File: config.mk
export PLATFORM = sky130hd
export DESIGN_NAME = mux_scan_sequencer_flat
export DESIGN_NICKNAME = d
export VERILOG_FILES = /design/src/rtl/mux_scan_sequencer_if.sv /design/src/rtl/mux_scan_sequencer.sv /design/src/flat_wrapper.sv
export SDC_FILE = /design/constraint.sdc
export NUM_CORES = 1
export LEC_CHECK = 0
export ABC_AREA = 1
export CORE_ASPECT_RATIO = 0.75
export CORE_MARGIN = 2
export CORE_UTILIZATION = 58
export DETAILED_ROUTE_END_ITERATION = 8
export DONT_BUFFER_PORTS = 1
export PLACE_DENSITY = 0.77
export SLEW_MARGIN = 20
export SYNTH_ARGS = -nofsm -noshare
export SYNTH_HDL_FRONTEND = slang
export SYNTH_SLANG_ARGS = --single-unit
File: constraint.sdc
create_clock -name clk -period 5 [get_ports clk]
set_clock_uncertainty 0.2 [all_clocks]
set_input_delay 1.5 -clock clk [delete_from_list [all_inputs] [get_ports clk]]
set_output_delay 1.5 -clock clk [all_outputs]
set_load 0.1 [all_outputs]
File: src/rtl/mux_scan_sequencer_if.sv
// Mux-side select/data pair plus the outgoing frame handshake of the scan sequencer.
// master = sequencer side, slave = mux model / frame consumer side.
interface mux_scan_sequencer_if #(
  parameter int DATA_W = 4
);
  logic [1:0]          sel_out;
  logic [DATA_W-1:0]   mux_data_in;
  logic [4*DATA_W-1:0] frame_out;
  logic                valid_out;
  logic                ready_in;

  modport master (
    output sel_out,
    input  mux_data_in,
    output frame_out,
    output valid_out,
    input  ready_in
  );

  modport slave (
    input  sel_out,
    output mux_data_in,
    input  frame_out,
    input  valid_out,
    output ready_in
  );
endinterface

File: src/rtl/mux_scan_sequencer.sv
// Walks the enabled mux channels (SETTLE cycles each), packs them into one frame; frame valid 1+N_en*SETTLE+1 edges after start.
// Backpressure: a finished scan stalls in DONE until the single output slot frees; frames are never dropped.
module mux_scan_sequencer #(
  parameter int DATA_W = 4,
  parameter int SETTLE = 1
) (
  input  logic                  clk,
  input  logic                  rst,
  input  logic                  start_in,
  input  logic                  cont_in,
  input  logic [3:0]            en_mask_in,
  output logic                  busy_out,
  mux_scan_sequencer_if.master  bus
);

  localparam int FRAME_W = 4 * DATA_W;
  localparam int CNT_W   = (SETTLE > 1) ? $clog2(SETTLE) : 1;
  localparam logic [CNT_W-1:0] CNT_LAST = CNT_W'(SETTLE - 1);

  typedef enum logic [1:0] {
    IDLE = 2'd0,
    SCAN = 2'd1,
    DONE = 2'd2
  } state_e;

  state_e               state_q, state_d;
  logic [1:0]           sel_q, sel_d;
  logic [CNT_W-1:0]     cnt_q, cnt_d;
  logic [FRAME_W-1:0]   buf_q, buf_d;
  logic [3:0]           mask_q, mask_d;
  logic [FRAME_W-1:0]   frame_q, frame_d;
  logic                 valid_q, valid_d;

  logic                 slot_free;
  logic                 load;
  logic                 nxt_vld;
  logic [1:0]           nxt_sel;

  function automatic logic [1:0] lowest_ch(input logic [3:0] m);
    logic [1:0] ch;
    ch = 2'd0;
    for (int i = 3; i >= 0; i--) begin
      if (m[i]) ch = 2'(i);
    end
    return ch;
  endfunction

  always_ff @(posedge clk) begin
    if (rst) begin
      state_q <= IDLE;
      sel_q   <= 2'd0;
      cnt_q   <= '0;
      buf_q   <= '0;
      mask_q  <= 4'd0;
      frame_q <= '0;
      valid_q <= 1'b0;
    end else begin
      state_q <= state_d;
      sel_q   <= sel_d;
      cnt_q   <= cnt_d;
      buf_q   <= buf_d;
      mask_q  <= mask_d;
      frame_q <= frame_d;
      valid_q <= valid_d;
    end
  end

  always_comb begin
    state_d   = state_q;
    sel_d     = sel_q;
    cnt_d     = cnt_q;
    buf_d     = buf_q;
    mask_d    = mask_q;
    frame_d   = frame_q;
    load      = 1'b0;
    slot_free = !valid_q || bus.ready_in;

    // Next enabled channel above the current one; descending scan leaves the nearest.
    nxt_vld = 1'b0;
    nxt_sel = sel_q;
    for (int i = 3; i >= 0; i--) begin
      if (mask_q[i] && (i > int'(sel_q))) begin
        nxt_vld = 1'b1;
        nxt_sel = 2'(i);
      end
    end

    case (state_q)
      IDLE: begin
        if (start_in && (en_mask_in != 4'd0)) begin
          mask_d  = en_mask_in;
          buf_d   = '0;
          sel_d   = lowest_ch(en_mask_in);
          cnt_d   = '0;
          state_d = SCAN;
        end
      end
      SCAN: begin
        if (cnt_q == CNT_LAST) begin
          buf_d[int'(sel_q)*DATA_W +: DATA_W] = bus.mux_data_in;
          cnt_d = '0;
          if (nxt_vld) begin
            sel_d = nxt_sel;
          end else begin
            state_d = DONE;
          end
        end else begin
          cnt_d = cnt_q + CNT_W'(1);
        end
      end
      DONE: begin
        if (slot_free) begin
          frame_d = buf_q;
          load    = 1'b1;
          if (cont_in) begin
            mask_d = en_mask_in;
            if (en_mask_in != 4'd0) begin
              buf_d   = '0;
              sel_d   = lowest_ch(en_mask_in);
              cnt_d   = '0;
              state_d = SCAN;
            end else begin
              state_d = IDLE;
            end
          end else begin
            state_d = IDLE;
          end
        end
      end
      default: state_d = IDLE;
    endcase

    // A load on the same edge as a consume keeps the slot occupied with the new frame.
    if (load) begin
      valid_d = 1'b1;
    end else if (valid_q && bus.ready_in) begin
      valid_d = 1'b0;
    end else begin
      valid_d = valid_q;
    end
  end

  assign bus.sel_out   = sel_q;
  assign bus.frame_out = frame_q;
  assign bus.valid_out = valid_q;
  assign busy_out      = (state_q == SCAN) || (state_q == DONE);

endmodule

File: src/flat_wrapper.sv
// flat-port wrapper written by rule: the top's interface ports become plain ports
module mux_scan_sequencer_flat 
#(
  parameter int DATA_W = 4,
  parameter int SETTLE = 1
)
  (clk, rst, start_in, cont_in, en_mask_in, busy_out, bus_sel_out, bus_mux_data_in, bus_frame_out, bus_valid_out, bus_ready_in);
  mux_scan_sequencer_if #(.DATA_W(DATA_W)) bus_i ();
  input  logic clk;
  input  logic rst;
  input  logic start_in;
  input  logic cont_in;
  input  logic [3:0] en_mask_in;
  output logic busy_out;
  output wire logic [$bits(bus_i.sel_out)-1:0] bus_sel_out;
  input wire logic [$bits(bus_i.mux_data_in)-1:0] bus_mux_data_in;
  output wire logic [$bits(bus_i.frame_out)-1:0] bus_frame_out;
  output wire logic [$bits(bus_i.valid_out)-1:0] bus_valid_out;
  input wire logic [$bits(bus_i.ready_in)-1:0] bus_ready_in;
  assign bus_sel_out = bus_i.sel_out;
  assign bus_i.mux_data_in = bus_mux_data_in;
  assign bus_frame_out = bus_i.frame_out;
  assign bus_valid_out = bus_i.valid_out;
  assign bus_i.ready_in = bus_ready_in;
  mux_scan_sequencer #(.DATA_W(DATA_W), .SETTLE(SETTLE)) u_core (.clk(clk), .rst(rst), .start_in(start_in), .cont_in(cont_in), .en_mask_in(en_mask_in), .busy_out(busy_out), .bus(bus_i));
endmodule
==> metrics.md <==
| Metric | Value |
|---|---|
| Outcome | `finished, final reports clean` |
| Most common cell in the synthesized netlist | `nor2_1` |
| Clk sinks | `40` |
| Post_cts resized | `0` |
| Slew headroom | `0.287` |
| Worst-skew pair later-pin latency | `0.30 ns` |
| TritonCTS clock tree | `built` |
| H-tree depth | `2` |
| Post-Route WL | `3630 um` |
| Post-synth top area share | `0.403` |
| Post-synth top area cell | `dfxtp_1` |
| Most frequent cells after synthesis | `62 x nor2_1, 54 x nand2_1, 40 x dfxtp_1, 31 x inv_1, 22 x nand3_1` |
| Top post-synthesis cells by area | `dfxtp_1 40%, nor2_1 12%, nand2_1 10%, inv_1 5.9%, ha_1 5.7%` |
| Pin count of the biggest net entering global routing | `34` |
| Synth Flop Type | `dfxtp_1` |
| Routed Antenna Nets | `0` |
| Port bufs | `0` |
| DR iter-0 viols | `113` |
| CORE AREA | `3290 um^2` |
| R2R cell count | `8` |
| Leakage Power | `0.946 nW` |
| Comb power frac | `0.365` |
| Critical-path cell list | `inv_1 -> ha_1` |
| Synthesized flop and latch total | `40` |
| Area delta synth->final | `4.97%` |
| Post-synth EDFFs | `0` |
| CTS root buffer | `clkbuf_8` |
| Hold slack | `0.254 ns` |
| Layout cells sized above 1 | `0.0669` |
| Post-Syn Nets | `307` |
| Total GRT Usage | `0.206` |
| Die X | `71.6 um` |
| Vias | `1655` |
| Die area | `3910 um^2` |
| Hold Crit Class | `register to register` |
| Ys async rst share | `0` |
| CTS Buf Count | `5` |
| Drt first pass iters | `4` |
| Syn Area/Cell | `6.97 um^2` |
| Delay of the slowest critical-path stage | `0.85 ns` |
| CTS Buffer Depth | `2` |
| VDD IR max | `0.000522 V` |
| CP Capture Type | `primary output` |
| WP data arrival | `1.61 ns` |
| Hold_buf cts | `0` |
| Worst endpoint required time | `3.30 ns` |
| RePlAce Congestion | `0.828` |
| Slew Limit Fails | `0` |
| Final Cycle Share | `0.663` |
| Reg clk slew, reported paths | `0.07 ns` |
| Clock Power Share | `0.164` |
| Grt total ovfl | `0` |
| Post-synthesis cell area | `1990 um^2` |
| Vias in the first global route | `1429` |
| Total power | `0.00160 W` |
| Setup total negative slack | `0 ns` |
| Final setup vio count | `0` |
| Post-synthesis sequential area ratio | `0.403` |
| Pint | `0.000753 W` |
| Chip height | `54.7 um` |
| Site row count | `18` |
| Setup crit start kind | `register` |
| R2R Setup Slk | `2.25 ns` |
| Pwr Density | `769 nW/um^2` |
| WHS Endpoint | `u_core.buf_q[3]$_SDFFE_PP0P_` |
| Fmax | `0.302 GHz` |
| Hold path startpoint | `u_core.buf_q[3]$_SDFFE_PP0P_` |
| CP max-delay cell | `ha_1` |
| Sw Share | `0.530` |
| First-pass GRT wire length | `6270 um` |
| ANT cells | `0` |
| Switching power total | `0.000850 W` |
| Avg Vias per Cell | `5.11` |
| Initial antenna violation count | `0` |
| Synth cell types | `26` |
| Worst r2r dst | `u_core.buf_q[7]$_SDFFE_PP0P_` |
| Seq pwr share | `0.471` |
| Drt drc | `0` |
| Synth Warn # | `0` |
| Final net count | `305` |
| Kind of critical path | `register to primary output` |
| Slew @ Worst Pin | `1.07 ns` |
| WL per Instance | `11.2 um` |
| Final HPWL DP | `2740 um` |
| Io pins | `33` |
| RR Startpoint | `u_core.bus.sel_out[1]$_SDFFE_PP0P_` |
| Initial Util | `0.604` |
| Min cycle time layout | `3.31 ns` |
| Max FO, Critical Path | `4` |
| Postcts setup bufs | `0` |
| RSZ-0062 raised after global routing | `false` |
| Post-Synthesis Cells | `285` |
| Hold Fails Final Rpt | `0` |
| Hold path depth | `2` |
| Max cap viols | `0` |
[worst max path at each step]
stage	from	endpoint	slack (ns)	cells after the start
2_1_floorplan	u_core.state_q[0]$_SDFFE_PP0P_	busy_out	2.05	2
3_3_place_gp	u_core.state_q[0]$_SDFFE_PP0P_	busy_out	2.03	2
3_5_place_dp	u_core.state_q[0]$_SDFFE_PP0P_	busy_out	1.99	2
4_1_cts	u_core.state_q[0]$_SDFFE_PP0P_	busy_out	1.67	2
5_1_grt	u_core.state_q[0]$_SDFFE_PP0P_	busy_out	1.64	2
6_report	u_core.state_q[0]$_SDFFE_PP0P_	busy_out	1.69	2
[registers in the layout, indices dropped and copies added, names as in the netlist]
signal	cells
u_core.state_q	2
u_core.mask_q	3
u_core.bus.frame_out	16
u_core.bus.sel_out	2
u_core.buf_q	16
u_core.bus.valid_out	1
[power by group through the flow]
stage | sequential (W) | combinational, W | clock (W)
4_1_cts | 0.000757 | 0.000589 | 0.000268
2_1_floorplan | 0.000770 | 0.000505 | 0
3_3_place_gp | 0.000760 | 0.000575 | 0
5_1_grt | 0.000772 | 0.000683 | 0.000280
3_5_place_dp | 0.000763 | 0.000587 | 0
6_report | 0.000755 | 0.000585 | 0.000262
[cell type report]
type                       instances  area, um^2
multi-input combinational        203         996
inverter                          32         120
clock inverter                     3        42.5
sequential                        40         801
clock buffer                       5        68.8
fill                             314        1200
timing repair buffer               1        7.51
tap                               40        50.0
[logic make-up (layout without fill, tap and decap cells)]
family                     Yosys count  count (layout)  share of synthesized area
AOI/OAI and AO/OA                   44              44                      0.117
adders and majority gates            9               9                     0.0567
buffers and inverters               42              41                     0.0957
DFF                                 40              40                      0.403
and+or+nand+nor                    150             150                      0.328
[placed cells by master, fill, tap and decap left out]
cell / instances
nor2_8: 1
clkinv_2: 1
o21bai_1: 2
inv_1: 31
o211ai_1: 1
nand3_1: 22
buf_4: 1
ha_1: 9
nand3_4: 1
nor2_2: 2
a22oi_1: 1
or2_4: 1
nand2_1: 54
o21ai_0: 18
clkbuf_8: 5
nor4_2: 1
a21oi_1: 21
a31oi_1: 1
bufinv_16: 1
nand4_1: 1
nand2_2: 3
nor2_1: 62
clkinvlp_4: 1
nor3_1: 2
dfxtp_1: 40
inv_2: 1
[metrics by stage]
step                      std cells  utilization  setup slack [ns]  instance area, um^2
after detailed placement        316        0.600              1.99                 1970
after global placement          316        0.600              2.03                 1970
after CTS                       324        0.634              1.67                 2090
final                           324        0.634              1.69                 2090
after global routing            324        0.634              1.64                 2090
after floorplan                 285            -              2.05                 1990
[layer usage]
metal,vias to the layer above,GRT usage,part of all wire
met5,-,0,0
met4,0,0.0566,0.012
met3,5,0.0681,0.076
met2,32,0.309,0.41
met1,723,0.285,0.50
li1,895,-,-
[critical path, delay by kind of cell, from the launching register on]
kind | cells | cell delay, ns
buf+inv | 1 | 0.08
fa+ha+maj | 1 | 0.85
flops | 1 | 0.39
Power figures use the tool's default switching activity.
